$ cat config.mk
export PLATFORM = sky130hd
export DESIGN_NAME = signed_sum_accumulator_flat
export DESIGN_NICKNAME = d
export VERILOG_FILES = /design/src/rtl/signed_sum_accumulator_if.sv /design/src/rtl/signed_sum_accumulator.sv /design/src/flat_wrapper.sv
export SDC_FILE = /design/constraint.sdc
export NUM_CORES = 1
export LEC_CHECK = 0
export CAP_MARGIN = 0
export CORE_MARGIN = 2
export CORE_UTILIZATION = 47
export CTS_CLUSTER_DIAMETER = 80
export DETAILED_ROUTE_END_ITERATION = 7
export PLACE_DENSITY = 0.81
export SLEW_MARGIN = 15
export SYNTH_ARGS = -nofsm -noshare
export SYNTH_HDL_FRONTEND = slang
export SYNTH_SLANG_ARGS = --single-unit
$ cat constraint.sdc
create_clock -name clk -period 2.65 [get_ports clk]
set_input_delay 0.53 -clock clk [delete_from_list [all_inputs] [get_ports clk]]
set_output_delay 0.53 -clock clk [all_outputs]
set_load 0.02 [all_outputs]
$ cat src/rtl/signed_sum_accumulator_if.sv
// Stream bus for signed_sum_accumulator: 5-bit signed sum in, saturated 8-bit block result out.
interface signed_sum_accumulator_if;
  logic              in_valid;
  logic              in_ready;
  logic signed [4:0] in_sum;
  logic              out_valid;
  logic              out_ready;
  logic signed [7:0] out_acc;
  logic              out_sat;

  modport master (
    output in_valid, in_sum, out_ready,
    input  in_ready, out_valid, out_acc, out_sat
  );

  modport slave (
    input  in_valid, in_sum, out_ready,
    output in_ready, out_valid, out_acc, out_sat
  );
endinterface

$ cat src/rtl/signed_sum_accumulator.sv
// Accumulates N_SAMPLES signed sums with per-add 8-bit saturation, then holds the
// block result until the downstream consumes it.
module signed_sum_accumulator #(
  parameter int N_SAMPLES = 16
) (
  input logic                    clk,
  input logic                    rst,
  signed_sum_accumulator_if.slave bus
);

  typedef enum logic {ACCUM, HOLD} state_t;

  localparam logic [7:0] CNT_LAST = 8'(N_SAMPLES);

  state_t            state, state_nxt;
  logic signed [7:0] acc, acc_nxt;
  logic [7:0]        cnt, cnt_nxt;
  logic              sat, sat_nxt;

  logic signed [8:0] sum9;
  logic [7:0]        cnt_inc;
  logic              ovf_pos, ovf_neg;

  always_ff @(posedge clk) begin
    if (rst) begin
      state <= ACCUM;
      acc   <= '0;
      cnt   <= '0;
      sat   <= 1'b0;
    end else begin
      state <= state_nxt;
      acc   <= acc_nxt;
      cnt   <= cnt_nxt;
      sat   <= sat_nxt;
    end
  end

  // 9-bit sum cannot wrap: operands span -144..+142; bits [8:7] disagreeing means clip.
  assign sum9    = {acc[7], acc} + {{4{bus.in_sum[4]}}, bus.in_sum};
  assign ovf_pos = ~sum9[8] &  sum9[7];
  assign ovf_neg =  sum9[8] & ~sum9[7];
  assign cnt_inc = cnt + 8'd1;

  always_comb begin
    state_nxt = state;
    acc_nxt   = acc;
    cnt_nxt   = cnt;
    sat_nxt   = sat;
    unique case (state)
      ACCUM: begin
        if (bus.in_valid) begin
          if (ovf_pos)      acc_nxt = 8'sd127;
          else if (ovf_neg) acc_nxt = -8'sd128;
          else              acc_nxt = sum9[7:0];
          sat_nxt = sat | ovf_pos | ovf_neg;
          cnt_nxt = cnt_inc;
          if (cnt_inc == CNT_LAST) state_nxt = HOLD;
        end
      end
      HOLD: begin
        if (bus.out_ready) begin
          state_nxt = ACCUM;
          acc_nxt   = '0;
          cnt_nxt   = '0;
          sat_nxt   = 1'b0;
        end
      end
      default: state_nxt = ACCUM;
    endcase
  end

  assign bus.in_ready  = (state == ACCUM);
  assign bus.out_valid = (state == HOLD);
  assign bus.out_acc   = acc;
  assign bus.out_sat   = sat;

endmodule
$ cat src/flat_wrapper.sv
// flat-port wrapper written by rule: the top's interface ports become plain ports
module signed_sum_accumulator_flat 
#(
  parameter int N_SAMPLES = 16
)
  (clk, rst, bus_in_valid, bus_in_sum, bus_out_ready, bus_in_ready, bus_out_valid, bus_out_acc, bus_out_sat);
  signed_sum_accumulator_if bus_i ();
  input logic clk;
  input logic rst;
  input wire logic [$bits(bus_i.in_valid)-1:0] bus_in_valid;
  input wire logic [$bits(bus_i.in_sum)-1:0] bus_in_sum;
  input wire logic [$bits(bus_i.out_ready)-1:0] bus_out_ready;
  output wire logic [$bits(bus_i.in_ready)-1:0] bus_in_ready;
  output wire logic [$bits(bus_i.out_valid)-1:0] bus_out_valid;
  output wire logic [$bits(bus_i.out_acc)-1:0] bus_out_acc;
  output wire logic [$bits(bus_i.out_sat)-1:0] bus_out_sat;
  assign bus_i.in_valid = bus_in_valid;
  assign bus_i.in_sum = bus_in_sum;
  assign bus_i.out_ready = bus_out_ready;
  assign bus_in_ready = bus_i.in_ready;
  assign bus_out_valid = bus_i.out_valid;
  assign bus_out_acc = bus_i.out_acc;
  assign bus_out_sat = bus_i.out_sat;
  signed_sum_accumulator #(.N_SAMPLES(N_SAMPLES)) u_core (.clk(clk), .rst(rst), .bus(bus_i));
endmodule
==> flow_results.xml, run 1 <==
<?xml version="1.0" encoding="UTF-8"?>
<metrics>
  <group name="run_status">
    <metric name="run_status" unit="">finished, final reports clean</metric>
  </group>
  <group name="worst_setup_path">
    <metric name="worst_setup_sp" unit="">bus_in_sum[0]</metric>
    <metric name="cp_top_family" unit="">compound AO/OA/AOI/OAI gates</metric>
    <metric name="crit_path_top_delay_cell" unit="">o41ai_4</metric>
    <metric name="worst_r2r_startpoint" unit="">u_core.bus.out_acc[0]$_SDFFE_PP0P_</metric>
    <metric name="critical_path.most_common_cell" unit="">buf_4</metric>
    <metric name="crit_buf_inv" unit="">3</metric>
    <metric name="worst_setup_path_start_kind" unit="">primary input</metric>
    <metric name="number_of_cell_instances_on_the_worst_register_to_register_path" unit="">9</metric>
    <metric name="worstPathArrival" unit="ns">2.76</metric>
    <metric name="worstSetupPathDepth" unit="">10</metric>
    <metric name="crit-reg2reg-capture" unit="">u_core.bus.out_acc[6]$_SDFFE_PP0P_</metric>
    <metric name="cp-end-kind" unit="">flip-flop</metric>
    <metric name="cp_cell_sequence" unit="">dlygate4sd2_1 -&gt; ha_2 -&gt; buf_4 -&gt; buf_4 -&gt; a211oi_4 -&gt; nor2_2 -&gt; o41ai_4 -&gt; nand2b_1 -&gt; and3b_2 -&gt; a221o_1</metric>
    <metric name="critical_path_required" unit="ns">2.85</metric>
    <metric name="timing.reg2reg.setup_slack" unit="ns">0.20</metric>
    <metric name="critPathMaxFanout" unit="">5</metric>
    <metric name="slowest_delay" unit="ns">0.48</metric>
    <metric name="worst-setup-path-type" unit="">primary input to flip-flop</metric>
    <metric name="endpoint" unit="">u_core.bus.out_acc[6]$_SDFFE_PP0P_</metric>
  </group>
  <group name="clocking">
    <metric name="cts_buffers" unit="">3</metric>
    <metric name="path_clk_slew" unit="ns">0.10</metric>
    <metric name="clk_latency" unit="ns">0.30</metric>
    <metric name="clock-sinks" unit="">18</metric>
    <metric name="max-clock-path-buffers" unit="">2</metric>
    <metric name="root_buffer" unit="">clkbuf_4</metric>
    <metric name="cts_tree" unit="">done</metric>
    <metric name="cts.htree.levels" unit="">1</metric>
  </group>
  <group name="pwr">
    <metric name="totalPowerFinal" unit="W">0.00127</metric>
    <metric name="swShare" unit="">0.371</metric>
    <metric name="power_density" unit="nW/µm²">779</metric>
    <metric name="power.switching" unit="W">0.000472</metric>
    <metric name="combPwrFrac" unit="">0.571</metric>
    <metric name="cellInternalPower" unit="W">0.000801</metric>
    <metric name="worst_ir_drop_vdd" unit="V">0.000578</metric>
    <metric name="clock_power_share" unit="">0.134</metric>
    <metric name="share_seq_of_total_power" unit="">0.296</metric>
    <metric name="power.static_leakage" unit="nW">0.708</metric>
  </group>
  <group name="logic_synthesis">
    <metric name="post_syn_area" unit="µm²">1160</metric>
    <metric name="cell_taking_the_most_area_after_synthesis" unit="">dfxtp_1</metric>
    <metric name="synth_ff_type" unit="">dfxtp_1</metric>
    <metric name="synth_unique_cells" unit="">37</metric>
    <metric name="synth-xor-area-share" unit="">0.0227</metric>
    <metric name="syn_inst" unit="">133</metric>
    <metric name="synth_async_sr_flop_share" unit="">0</metric>
    <metric name="synth_edf_count" unit="">0</metric>
    <metric name="synthesis.area_per_instance" unit="µm²">8.70</metric>
    <metric name="synth_warnings" unit="">0</metric>
    <metric name="synth_top_area_share" unit="">0.311</metric>
    <metric name="post_synth_main_area_contributors" unit="">dfxtp_1 31%, ha_1 9.7%, nor2_1 5.5%, a221o_1 5.2%, a311oi_1 3.0%</metric>
    <metric name="synthSimpleGateAreaFrac" unit="">0.218</metric>
    <metric name="muxShareOfSynthArea" unit="">0</metric>
    <metric name="ys_seq_area_frac" unit="">0.311</metric>
    <metric name="synth_seq_cells" unit="">18</metric>
    <metric name="syn-num-nets" unit="">152</metric>
    <metric name="combinational_family_with_the_most_area_after_synthesis" unit="">compound AO/OA/AOI/OAI gates</metric>
    <metric name="synth_adder_area_share" unit="">0.115</metric>
    <metric name="synth-compound-area-share" unit="">0.301</metric>
  </group>
  <group name="floorplanning">
    <metric name="top_level_ports" unit="">20</metric>
    <metric name="initial_core_util" unit="">0.509</metric>
    <metric name="placeableCoreArea" unit="µm²">2280</metric>
    <metric name="placement_rows" unit="">17</metric>
    <metric name="fp.dieArea" unit="µm²">2880</metric>
    <metric name="die_height" unit="µm">53.6</metric>
    <metric name="dieWidth" unit="µm">53.6</metric>
  </group>
  <group name="cells_and_area">
    <metric name="layout.area.seq" unit="µm²">360</metric>
    <metric name="ratio_of_cells_with_drive_above_1_in_the_final_layout" unit="">0.229</metric>
    <metric name="post_layout_nonfiller_instances" unit="">203</metric>
    <metric name="final_nets" unit="">195</metric>
    <metric name="filler_cell_count" unit="">185</metric>
    <metric name="final_common_cell" unit="">buf_4</metric>
    <metric name="area.growth.synth_to_final" unit="%">41.2</metric>
    <metric name="diodes" unit="">0</metric>
    <metric name="postLayoutCoreUtil" unit="">0.718</metric>
    <metric name="total_area_of_multi_input_combinational_cells" unit="µm²">817</metric>
    <metric name="layout.cells.most_common_list" unit="">22 x buf_4, 18 x dfxtp_1, 16 x nor2_1, 16 x clkdlybuf4s50_1, 9 x nand2_1</metric>
  </group>
  <group name="job">
    <metric name="drv_cap" unit="">0</metric>
  </group>
  <group name="timing">
    <metric name="number_of_endpoints_failing_setup_at_the_final_stage" unit="">0</metric>
    <metric name="totalNegativeSetupSlack" unit="ns">0</metric>
    <metric name="fmax" unit="MHz">390</metric>
    <metric name="actual_transition_at_the_worst_max_transition_pin" unit="ns">0.435</metric>
    <metric name="timing.max_slew.rel_slack" unit="">0.709</metric>
    <metric name="timing.final.crit_share" unit="">0.968</metric>
    <metric name="hold_viol" unit="">0</metric>
    <metric name="timing.final.max_slew_violations" unit="">0</metric>
    <metric name="fin_crit_period" unit="ns">2.56</metric>
    <metric name="worst_clock_skew" unit="ns">0.00336</metric>
  </group>
  <group name="routing">
    <metric name="drt_iter0_markers" unit="">36</metric>
    <metric name="finalWirelength" unit="µm">2890</metric>
    <metric name="route.antenna.remaining_nets" unit="">0</metric>
    <metric name="viasPerCell" unit="">5.88</metric>
    <metric name="vias" unit="">1194</metric>
    <metric name="drc_errors" unit="">0</metric>
    <metric name="drt_pre_antenna_iters" unit="">4</metric>
    <metric name="post_drt_wl_per_cell" unit="µm">14.2</metric>
  </group>
  <group name="global_route">
    <metric name="first_global_vias" unit="">1157</metric>
    <metric name="grt_pass1_wl" unit="µm">5060</metric>
    <metric name="largest_net_degree_at_the_start_of_global_routing" unit="">13</metric>
    <metric name="initial_antenna_violation_count" unit="">0</metric>
    <metric name="grt_remaining_overflow" unit="">0</metric>
    <metric name="grt_use_total" unit="">0.240</metric>
  </group>
  <group name="worst_hold_path">
    <metric name="holdCritPathClass" unit="">flip-flop to flip-flop</metric>
    <metric name="timing.hold.worst.start" unit="">u_core.cnt[7]$_SDFFE_PP0P_</metric>
  </group>
  <group name="placement">
    <metric name="gpl.final_weighted_congestion" unit="">0.868</metric>
    <metric name="place_hpwl" unit="µm">2220</metric>
    <metric name="total_placed_cells_including_tap_cells" unit="">194</metric>
    <metric name="place.port_buffers" unit="">19</metric>
  </group>
</metrics>
cells by family (layout without fill, tap and decap cells):
| family | count (synthesis) | count (layout) |
|---|---|---|
| AOI/OAI and AO/OA | 43 | 43 |
| xor gates and xnor gates | 3 | 3 |
| adders and majority gates | 10 | 10 |
| buffers and inverters | 10 | 52 |
| DFF | 18 | 18 |
| and+or+nand+nor | 49 | 49 |
layout make-up:
type | count | share of cell area
multi-input cells | 105 | 0.500
flip-flops and latches | 18 | 0.221
inverters | 7 | 0.0161
repair buffers | 41 | 0.220
clock buffers | 4 | 0.0222
well taps | 28 | 0.0214
per-stage QoR:
step / instance area (µm²) / worst slack [ns] / hold WS, ns
6_report: 1630 / 0.0860 / 0.495
5_1_grt: 1630 / -0.0180 / 0.518
4_1_cts: 1560 / 0.0163 / 0.495
3_5_place_dp: 1500 / -0.396 / 0.480
3_3_place_gp: 1500 / -0.316 / 0.467
2_1_floorplan: 1160 / 0.0905 / 0.449
routing by layer:
layer | global-route usage | wire, µm | up-vias
met5 | 0 | 0 | -
met4 | 0.0726 | 27 | 0
met3 | 0.0611 | 116 | 4
met2 | 0.395 | 1390 | 34
met1 | 0.308 | 1350 | 562
li1 | - | - | 594
power groups by stage:
stage | registers (W) | clock network [W] | logic, W
detailed placement | 0.000373 | 0 | 0.000647
global route | 0.000381 | 0.000184 | 0.000798
CTS | 0.000368 | 0.000174 | 0.000663
global placement | 0.000370 | 0 | 0.000628
floorplan | 0.000413 | 0 | 0.000333
finish | 0.000376 | 0.000170 | 0.000726
synthesized netlist by cell type (all sizes together) (2+ instances only):
master,n
a221o,6
a21oi,6
nand2b,4
a311oi,4
nor3,4
xor2,2
o31a,2
nand2,9
a211oi,4
o21ai,6
nor2b,2
clkbuf,3
ha,9
a21o,2
nor4,2
a22oi,3
dfxtp,18
inv,7
and3,3
o21a,3
nor2,17
nand3,4
sequential cells by signal, indices dropped and copies added (netlist names):
register and flops:
u_core.bus.out_acc 8, u_core.cnt 8, u_core.bus.out_valid 1, u_core.bus.out_sat 1
repair_timing:
action,CTS,global route
setup buffers,2,3
pin swaps,6,4
gates cloned,0,0
gates resized for setup,5,10
hold buffers,0,0
endpoints found under the setup margin,5,7
worst min-delay path by stage:
stage          slack (ns)                          to  cells after the start
2_1_floorplan        0.45  u_core.cnt[7]$_SDFFE_PP0P_                      1
6_report             0.50  u_core.cnt[7]$_SDFFE_PP0P_                      1
3_5_place_dp         0.48  u_core.cnt[7]$_SDFFE_PP0P_                      1
3_3_place_gp         0.47  u_core.cnt[7]$_SDFFE_PP0P_                      1
4_1_cts              0.49  u_core.cnt[7]$_SDFFE_PP0P_                      1
5_1_grt              0.52  u_core.cnt[7]$_SDFFE_PP0P_                      1
Power figures use the tool's default switching activity.
==> run 2: changes to the inputs <==
Settings changed: CORE_UTILIZATION 47 to 52, PLACE_DENSITY 0.81 to 0.85.
Clock period 2.65 ns to 2.36 ns, I/O delays scaled along.
==> run 2 against run 1 <==
Count of clock-buffer cells in the layout unchanged. Largest power group unchanged. Utilization increased by 10 points. Highest routed layer unchanged. Non-clock buffer count up 14. Largest cell class unchanged. Worst setup slack got worse by 0.044 ns.
==> flow_results.xml, run 2 (synthesis gave the netlist of run 1 again) <==
<?xml version="1.0" encoding="UTF-8"?>
<metrics>
  <group name="worst_hold_path">
    <metric name="timing.hold.worst.start" unit="">u_core.cnt[7]$_SDFFE_PP0P_</metric>
    <metric name="endpoint_of_the_worst_hold_timing_path" unit="">u_core.cnt[7]$_SDFFE_PP0P_</metric>
    <metric name="holdCritPathClass" unit="">flip-flop to flip-flop</metric>
    <metric name="worst_hold_path_depth" unit="">1</metric>
  </group>
  <group name="clocking">
    <metric name="path_clk_slew" unit="ns">0.10</metric>
    <metric name="clock-sinks" unit="">18</metric>
    <metric name="cts_buffers" unit="">3</metric>
    <metric name="max-clock-path-buffers" unit="">2</metric>
    <metric name="cts_tree" unit="">done</metric>
    <metric name="clk_latency" unit="ns">0.30</metric>
    <metric name="cts.hold.buffers_added" unit="">0</metric>
    <metric name="root_buffer" unit="">clkbuf_4</metric>
    <metric name="cts.htree.levels" unit="">1</metric>
  </group>
  <group name="routing">
    <metric name="post_drt_wl_per_cell" unit="µm">15.9</metric>
    <metric name="viasPerCell" unit="">5.84</metric>
    <metric name="route.antenna.remaining_nets" unit="">0</metric>
    <metric name="finalWirelength" unit="µm">3450</metric>
    <metric name="vias" unit="">1267</metric>
    <metric name="drc_errors" unit="">0</metric>
    <metric name="drt_pre_antenna_iters" unit="">6</metric>
    <metric name="drt_iter0_markers" unit="">22</metric>
  </group>
  <group name="global_route">
    <metric name="grt_pass1_wl" unit="µm">5380</metric>
    <metric name="grt_use_total" unit="">0.278</metric>
    <metric name="initial_antenna_violation_count" unit="">0</metric>
    <metric name="largest_net_degree_at_the_start_of_global_routing" unit="">14</metric>
    <metric name="grt_remaining_overflow" unit="">0</metric>
    <metric name="first_global_vias" unit="">1279</metric>
  </group>
  <group name="worst_setup_path">
    <metric name="worstPathArrival" unit="ns">2.56</metric>
    <metric name="critPathMaxFanout" unit="">2</metric>
    <metric name="cp-end-kind" unit="">flip-flop</metric>
    <metric name="worst_setup_path_start_kind" unit="">primary input</metric>
    <metric name="critical_path_required" unit="ns">2.61</metric>
    <metric name="crit-reg2reg-capture" unit="">u_core.bus.out_acc[3]$_SDFFE_PP0P_</metric>
    <metric name="worst_r2r_startpoint" unit="">u_core.bus.out_acc[0]$_SDFFE_PP0P_</metric>
    <metric name="number_of_cell_instances_on_the_worst_register_to_register_path" unit="">14</metric>
    <metric name="worst-setup-path-type" unit="">primary input to flip-flop</metric>
    <metric name="timing.reg2reg.setup_slack" unit="ns">0.06</metric>
  </group>
  <group name="floorplanning">
    <metric name="placement_rows" unit="">17</metric>
    <metric name="placeableCoreArea" unit="µm²">2150</metric>
    <metric name="fp.dieArea" unit="µm²">2620</metric>
    <metric name="top_level_ports" unit="">20</metric>
    <metric name="dieWidth" unit="µm">51.2</metric>
    <metric name="die_height" unit="µm">51.2</metric>
    <metric name="initial_core_util" unit="">0.539</metric>
  </group>
  <group name="timing">
    <metric name="fmax" unit="MHz">431</metric>
    <metric name="totalNegativeSetupSlack" unit="ns">0</metric>
    <metric name="timing.final.crit_share" unit="">0.982</metric>
    <metric name="fin_crit_period" unit="ns">2.32</metric>
    <metric name="timing.final.max_slew_violations" unit="">0</metric>
    <metric name="timing.max_slew.rel_slack" unit="">0.687</metric>
    <metric name="grt_setup_unrepaired" unit="">true</metric>
    <metric name="final_critical_path_setup_slack" unit="ns">0.0417</metric>
    <metric name="fin_worst_hold_slack" unit="ns">0.507</metric>
    <metric name="actual_transition_at_the_worst_max_transition_pin" unit="ns">0.468</metric>
    <metric name="worst_clock_skew" unit="ns">0.00297</metric>
    <metric name="hold_viol" unit="">0</metric>
    <metric name="number_of_endpoints_failing_setup_at_the_final_stage" unit="">0</metric>
  </group>
  <group name="cells_and_area">
    <metric name="area.growth.synth_to_final" unit="%">52.4</metric>
    <metric name="ratio_of_cells_with_drive_above_1_in_the_final_layout" unit="">0.328</metric>
    <metric name="filler_cell_count" unit="">143</metric>
    <metric name="final_common_cell" unit="">buf_4</metric>
    <metric name="layout.cells.most_common_list" unit="">36 x buf_4, 16 x dfxtp_1, 15 x nor2_1</metric>
    <metric name="diodes" unit="">0</metric>
    <metric name="final_nets" unit="">209</metric>
    <metric name="post_layout_nonfiller_instances" unit="">217</metric>
  </group>
  <group name="run_status">
    <metric name="run_status" unit="">finished, final reports clean</metric>
  </group>
  <group name="pwr">
    <metric name="totalPowerFinal" unit="W">0.00158</metric>
    <metric name="share_seq_of_total_power" unit="">0.272</metric>
    <metric name="worst_ir_drop_vdd" unit="V">0.000557</metric>
    <metric name="cellInternalPower" unit="W">0.000983</metric>
    <metric name="power_density" unit="nW/µm²">893</metric>
    <metric name="clock_power_share" unit="">0.122</metric>
    <metric name="power.switching" unit="W">0.000593</metric>
    <metric name="power.static_leakage" unit="nW">0.765</metric>
    <metric name="swShare" unit="">0.376</metric>
    <metric name="combPwrFrac" unit="">0.605</metric>
  </group>
  <group name="placement">
    <metric name="total_placed_cells_including_tap_cells" unit="">201</metric>
    <metric name="gpl.final_weighted_congestion" unit="">0.811</metric>
    <metric name="dp_worst_setup_slack" unit="ns">-0.621</metric>
    <metric name="place_hpwl" unit="µm">2330</metric>
    <metric name="place.port_buffers" unit="">19</metric>
  </group>
  <group name="job">
    <metric name="drv_cap" unit="">0</metric>
  </group>
</metrics>
## run 2: worst max-delay path by stage
stage,startpoint,end,slack (ns),cells after the start
6_report,bus_in_sum[1],u_core.bus.out_acc[3]$_SDFFE_PP0P_,0.04,14
5_1_grt,u_core.bus.out_acc[0]$_SDFFE_PP0P_,u_core.bus.out_acc[0]$_SDFFE_PP0P_,-0.03,9
4_1_cts,bus_in_sum[4],u_core.bus.out_acc[6]$_SDFFE_PP0P_,0.007,9
3_5_place_dp,bus_in_sum[0],u_core.bus.out_acc[6]$_SDFFE_PP0P_,-0.62,10
3_3_place_gp,bus_in_sum[0],u_core.bus.out_acc[0]$_SDFFE_PP0P_,-0.58,10
2_1_floorplan,bus_in_sum[0],u_core.bus.out_acc[0]$_SDFFE_PP0P_,-0.1,9
## run 2: cell type report
class                   count  area, µm²  area share
repair buffers             55        447       0.253
inverters                   7       26.3      0.0149
flip-flops and latches     18        363       0.206
well taps                  28       35.0      0.0199
multi-input cells         105        857       0.486
clock buffers               4       36.3      0.0206
## run 2: critical path, stage by stage
cell and delay [ns]:
dlygate4sd2_1 0.28, ha_4 0.24, a211oi_4 0.28, nor2_4 0.08, buf_4 0.14, buf_4 0.12, buf_4 0.12, buf_4 0.12
buf_4 0.12, buf_4 0.12, buf_4 0.13, nor2_2 0.14, a32oi_1 0.11, nand2b_1 0.10
## run 2: per-stage QoR
stage	instance area, µm²	utilization
floorplan	1170	-
global placement	1570	0.730
detailed placement	1570	0.730
CTS	1700	0.793
global route	1760	0.821
finish	1760	0.821
## run 2: power by group through the flow
stage          combinational, W  clock (W)  sequential (W)
2_1_floorplan          0.000380          0        0.000467
3_3_place_gp           0.000751          0        0.000411
3_5_place_dp           0.000780          0        0.000416
4_1_cts                0.000860   0.000192        0.000419
5_1_grt                 0.00102   0.000209        0.000436
6_report               0.000954   0.000193        0.000429
## run 2: repair_timing
item | CTS | global route
setup buffers | 9 | 3
pin swaps | 5 | 6
endpoints found under the setup margin | 9 | 8
hold endpoints to repair | 0 | 0
gates resized for setup | 9 | 14
## run 2: per-layer routing
metal / GRT usage / share of wire / up-vias
met5: 0 / 0 / -
li1: - / - / 619
met2: 0.537 / 0.55 / 37
met3: 0.0351 / 0.033 / 10
met1: 0.283 / 0.39 / 601
met4: 0.153 / 0.028 / 0
